<file path="config.mk">
export PLATFORM = sky130hd
export DESIGN_NAME = alu_result_stage_flat
export DESIGN_NICKNAME = d
export VERILOG_FILES = /design/src/rtl/alu_result_stage_if.sv /design/src/rtl/alu_result_stage.sv /design/src/flat_wrapper.sv
export SDC_FILE = /design/constraint.sdc
export NUM_CORES = 1
export LEC_CHECK = 0
export ABC_CLOCK_PERIOD_IN_PS = 2000
export CORE_MARGIN = 1.5
export CORE_UTILIZATION = 49
export CTS_BUF_LIST = sky130_fd_sc_hd__clkbuf_4
export CTS_CLUSTER_DIAMETER = 50
export DETAILED_ROUTE_END_ITERATION = 10
export PLACE_DENSITY = 0.85
export SLEW_MARGIN = 20
export SYNTH_ARGS = -nofsm -noshare
export SYNTH_HDL_FRONTEND = slang
export SYNTH_SLANG_ARGS = --single-unit
</file>
<file path="constraint.sdc">
create_clock -name clk -period 2 [get_ports clk]
set_input_delay 0.3 -clock clk [delete_from_list [all_inputs] [get_ports clk]]
set_output_delay 0.3 -clock clk [all_outputs]
set_load 0.01 [all_outputs]
</file>
<file path="src/rtl/alu_result_stage_if.sv">
// Handshake bundle between the adder/subtractor, the result stage
// and its consumer.
interface alu_result_stage_if #(
  parameter int WIDTH = 4
);
  logic             in_valid;
  logic             in_ready;
  logic             in_sub;
  logic [WIDTH-1:0] in_s;
  logic             in_carry;
  logic             in_overflow;
  logic             out_valid;
  logic             out_ready;
  logic [WIDTH-1:0] out_result;
  logic [3:0]       out_flags;
  logic             out_sub;

  modport master (
    output in_valid, in_sub, in_s, in_carry,
    output in_overflow, out_ready,
    input  in_ready, out_valid, out_result,
    input  out_flags, out_sub
  );

  modport slave (
    input  in_valid, in_sub, in_s, in_carry,
    input  in_overflow, out_ready,
    output in_ready, out_valid, out_result,
    output out_flags, out_sub
  );
endinterface

</file>
<file path="src/rtl/alu_result_stage.sv">
// ALU result stage: 2-entry FIFO producing {N,Z,C,V} and a sticky overflow.
// Define ALU_SATURATE_EN to store saturated results on signed overflow.
module alu_result_stage #(
  parameter int WIDTH = 4
) (
  input  logic                clk,
  input  logic                rst_n,
  alu_result_stage_if.slave   bus,
  input  logic                clr_sticky,
  output logic                sticky_v
);

  typedef struct packed {
    logic             sub;
    logic             c;
    logic             v;
    logic [WIDTH-1:0] res;
  } entry_t;

  entry_t     mem_q [2];
  entry_t     wr_data;
  entry_t     head;
  logic [1:0] count_q;
  logic [1:0] count_d;
  logic       wr_ptr;
  logic       rd_ptr;
  logic       live;
  logic       push;
  logic       pop;

  // live keeps in_ready low until the first edge out of reset
  assign bus.in_ready  = live && (count_q != 2'd2);
  assign bus.out_valid = (count_q != 2'd0);
  assign push = bus.in_valid && bus.in_ready;
  assign pop  = bus.out_valid && bus.out_ready;

  always_comb begin
    wr_data     = '0;
    wr_data.sub = bus.in_sub;
    wr_data.c   = bus.in_carry;
    wr_data.v   = bus.in_overflow;
    wr_data.res = bus.in_s;
`ifdef ALU_SATURATE_EN
    if (bus.in_overflow) begin
      if (bus.in_s[WIDTH-1])
        wr_data.res = {1'b0, {(WIDTH-1){1'b1}}};
      else
        wr_data.res = {1'b1, {(WIDTH-1){1'b0}}};
    end
`endif
  end

  always_comb begin
    count_d = count_q;
    unique case ({push, pop})
      2'b10:   count_d = count_q + 2'd1;
      2'b01:   count_d = count_q - 2'd1;
      default: count_d = count_q;
    endcase
  end

  always_ff @(posedge clk or negedge rst_n) begin
    if (!rst_n) begin
      live     <= 1'b0;
      count_q  <= 2'd0;
      wr_ptr   <= 1'b0;
      rd_ptr   <= 1'b0;
      sticky_v <= 1'b0;
      mem_q[0] <= '0;
      mem_q[1] <= '0;
    end else begin
      live    <= 1'b1;
      count_q <= count_d;
      if (push) begin
        mem_q[wr_ptr] <= wr_data;
        wr_ptr        <= ~wr_ptr;
      end
      if (pop)
        rd_ptr <= ~rd_ptr;
      // a new overflow beats a simultaneous clear
      if (push && bus.in_overflow)
        sticky_v <= 1'b1;
      else if (clr_sticky)
        sticky_v <= 1'b0;
    end
  end

  assign head = mem_q[rd_ptr];

  assign bus.out_result = head.res;
  assign bus.out_sub    = head.sub;
  assign bus.out_flags  = {head.res[WIDTH-1],
                           head.res == '0,
                           head.c, head.v};

endmodule

</file>
<file path="src/flat_wrapper.sv">
// flat-port wrapper written by rule: the top's interface ports become plain ports
module alu_result_stage_flat 
#(
  parameter int WIDTH = 4
)
  (clk, rst_n, clr_sticky, sticky_v, bus_in_valid, bus_in_sub, bus_in_s, bus_in_carry, bus_in_overflow, bus_out_ready, bus_in_ready, bus_out_valid, bus_out_result, bus_out_flags, bus_out_sub);
  alu_result_stage_if #(.WIDTH(WIDTH)) bus_i ();
  input  logic clk;
  input  logic rst_n;
  input  logic clr_sticky;
  output logic sticky_v;
  input wire logic [$bits(bus_i.in_valid)-1:0] bus_in_valid;
  input wire logic [$bits(bus_i.in_sub)-1:0] bus_in_sub;
  input wire logic [$bits(bus_i.in_s)-1:0] bus_in_s;
  input wire logic [$bits(bus_i.in_carry)-1:0] bus_in_carry;
  input wire logic [$bits(bus_i.in_overflow)-1:0] bus_in_overflow;
  input wire logic [$bits(bus_i.out_ready)-1:0] bus_out_ready;
  output wire logic [$bits(bus_i.in_ready)-1:0] bus_in_ready;
  output wire logic [$bits(bus_i.out_valid)-1:0] bus_out_valid;
  output wire logic [$bits(bus_i.out_result)-1:0] bus_out_result;
  output wire logic [$bits(bus_i.out_flags)-1:0] bus_out_flags;
  output wire logic [$bits(bus_i.out_sub)-1:0] bus_out_sub;
  assign bus_i.in_valid = bus_in_valid;
  assign bus_i.in_sub = bus_in_sub;
  assign bus_i.in_s = bus_in_s;
  assign bus_i.in_carry = bus_in_carry;
  assign bus_i.in_overflow = bus_in_overflow;
  assign bus_i.out_ready = bus_out_ready;
  assign bus_in_ready = bus_i.in_ready;
  assign bus_out_valid = bus_i.out_valid;
  assign bus_out_result = bus_i.out_result;
  assign bus_out_flags = bus_i.out_flags;
  assign bus_out_sub = bus_i.out_sub;
  alu_result_stage #(.WIDTH(WIDTH)) u_core (.clk(clk), .rst_n(rst_n), .bus(bus_i), .clr_sticky(clr_sticky), .sticky_v(sticky_v));
endmodule
</file>
==> reports/qor.txt <==
Req. time, crit path -> 1.70 ns
Share of cells above drive strength 1 -> 39.6%
CTS Buf Count -> 3
Fin area -> 0.00128 sq mm
Seq/Total Area, Yosys -> 53.3%
Clock slew at reported path FFs -> 0.12 ns
Initial Utilization -> 53.2%
Post-synthesis cell area -> 938 sq um
CTS tree -> done
Die ar. -> 0.00219 sq mm
Placed inst area -> 0.00119 sq mm
Syn nets -> 76
CP max stage delay -> 0.49 ns
Net Sw Frac -> 30.9%
Flop pwr share -> 34.6%
Int Power -> 1.46 mW
Final nets -> 105
Via count -> 572
Antenna diodes -> 0
Worst reg-to-reg path cell count -> 5
Worst slack, placed -> 0.0702 ns
Crit path cell chain -> mux2_2 -> clkdlybuf4s50_1
Achievable Freq -> 520 MHz
Min-delay worst type -> primary input to asynchronous set/reset pin
Longest Clk Path Bufs -> 2
Insertion delay to the later sink of the worst-skew pair -> 0.31 ns
Pleak -> 0.602 nW
Routability Congestion -> 0.711
Crit path launch type -> flop
Hold buffers post-CTS -> 0
Die H -> 46.8 um
Ys Warns -> 0
Setup Crit Path Kind -> flop to primary output
Setup crit end -> bus_out_result[1]
Yosys reg bits -> 20
CP startpoint -> u_core.rd_ptr
Core Rows -> 15
Pwr Total -> 2.11 mW
Root Buffer Master -> clkbuf_4
Fin Setup TNS -> 0 ns
Fillers -> 137
Final HPWL from detailed placement -> 1150 um
Commonest non-fill, non-tap cell in the layout -> dfrtp_1
H-tree lvl count -> 1
Drt pass-1 iters -> 3
Largest net degree at the start of global routing -> 21
Core region area -> 0.00176 sq mm
Fin. Hold Viols -> 0
Avg Cell Area, Syn -> 14.9 sq um
CTS Sinks -> 20
Worst-case vdd ir drop -> 0.000970 V
Setup Viol. Count Final -> 0
Clk pwr share -> 15.6%
Net Sw Power -> 653 uW
Crit-path max FO -> 5
Port bufs -> 23
Post-DRT Antenna Nets -> 0
GRT overflow -> 0
Status -> finished clean
R2r setup slk -> 0.36 ns
CP Capture Type -> primary output
Vias in the first global route -> 587
Pwr Density -> 1650 mW/mm^2
WL/cell -> 15.5 um
Final WS setup -> 0.0755 ns
First-pass GRT wire length -> 2670 um
Critical path's slowest cell -> clkdlybuf4s50_1
GRT Total Usage -> 18.9%
Setup Skew -> 0.0156 ns
Die Width -> 46.8 um
Worst r2r src -> u_core.count_q[1]
MaxCap Viol Count -> 0
Yosys cell types -> 20
Cells after synthesis -> 63
Final Max Slew Viols -> 0
Area delta synth->final -> 36.4%
DRT Wirelength -> 1800 um
DRC violations left -> 0
Vias per cell -> 4.93
Drt initial violations -> 1
FF-to-FF End -> u_core.count_q[1]
Crit path DAT -> 1.62 ns
Final period util -> 96.2%
RSZ-0062 raised after global routing -> false
Most frequent cells in the layout -> dfrtp_1 (19), clkdlybuf4s50_1 (17), mux2_2 (14), mux2_4 (7), dlymetal6s2s_1 (5)
Antenna violations before repair -> 0
# IOs -> 24
Tmin final -> 1.92 ns
Comb pwr share -> 49.8%
-- cells in the mapped netlist --
library cell	instances	area (sq um)
nor4_1	1	6.26
xnor2_1	3	26.3
nor2_1	1	3.75
nand3_1	1	5.00
buf_4	1	7.51
inv_1	2	7.51
nand4_2	1	12.5
and2_2	1	7.51
mux2_2	14	158
or2_2	1	6.26
buf_6	2	22.5
and4b_1	1	10.0
and2_1	1	6.26
nand2b_4	1	13.8
xor2_1	2	17.5
ha_1	1	12.5
mux2_4	7	105
o22ai_1	1	6.26
dfrtp_1	20	500
conb_1	1	3.75
-- kinds of logic after synthesis --
| logic type | count (synthesis) | synth area share (%) |
|---|---|---|
| AOI/OAI and AO/OA | 1 | 0.667 |
| xor gates and xnor gates | 5 | 4.67 |
| adders and majority gates | 1 | 1.33 |
| buffers and inverters | 5 | 4.00 |
| DFF | 20 | 53.3 |
| muxes | 21 | 28.0 |
| other | 1 | 0.400 |
| and+or+nand+nor | 9 | 7.60 |
-- metal layers --
metal | GRT usage (%) | up-vias | wire length (um)
li1 | - | 271 | -
met1 | 21.6 | 280 | 748
met2 | 29.6 | 16 | 903
met3 | 7.69 | 5 | 106
met4 | 11.7 | 0 | 38
met5 | 0 | - | 0
-- state kept, by name (all words and copies together) (netlist names) --
| signal | flops |
|---|---|
| u_core.mem_q | 14 |
| u_core.count_q | 2 |
| u_core.live | 1 |
| u_core.rd_ptr | 1 |
| u_core.sticky_v | 1 |
| u_core.wr_ptr | 1 |
-- worst max-delay path: cells and delay by family, from the launching register on --
| family | cells | cell delay, ns |
|---|---|---|
| flip-flops | 1 | 0.43 |
| buffers and inverters | 1 | 0.49 |
| multiplexers | 1 | 0.39 |
-- how the worst min path moves through the flow --
stage                     from           endpoint  slack [ns]  depth (start not counted)
2_1_floorplan            rst_n  u_core.count_q[0]       0.004                          0
3_3_place_gp   u_core.mem_q[6]    u_core.mem_q[6]        0.48                          1
3_5_place_dp   u_core.mem_q[5]    u_core.mem_q[5]        0.49                          1
4_1_cts                  rst_n    u_core.sticky_v        0.32                          2
5_1_grt                  rst_n    u_core.sticky_v        0.34                          2
6_report                 rst_n    u_core.sticky_v        0.31                          2
-- layout make-up --
class / instances / area (sq um) / share of cell area [%]
tap: 25 / 31.3 / 2.44
inverter: 2 / 7.51 / 0.587
clock inverter: 1 / 30.0 / 2.35
multi-input combinational: 38 / 415 / 32.5
timing repair buffer: 27 / 272 / 21.2
sequential: 20 / 502 / 39.2
clock buffer: 3 / 22.5 / 1.76
-- power groups by stage --
stage,sequential (mW),clock [mW],combinational (mW)
4_1_cts,0.731,0.334,1.02
5_1_grt,0.757,0.350,1.13
6_report,0.731,0.330,1.05
3_5_place_dp,0.730,0,1.00
3_3_place_gp,0.727,0,0.985
2_1_floorplan,0.691,0,0.657
-- repair_timing --
item | 4_1_cts | 5_1_grt
hold endpoints to repair | 0 | 0
gates resized for setup | 3 | 9
buffers inserted | 1 | 0
setup endpoints to repair | 4 | 6
-- metrics by stage --
stage                     cells  utilization, %  hold WS (ns)
final                       116            72.6         0.312
after global routing        116            72.6         0.339
after CTS                   116            71.2         0.318
after detailed placement    111            67.6         0.493
after global placement      111            67.6         0.482
after floorplan              63               -       0.00441
(Power assumes the default switching activity.)
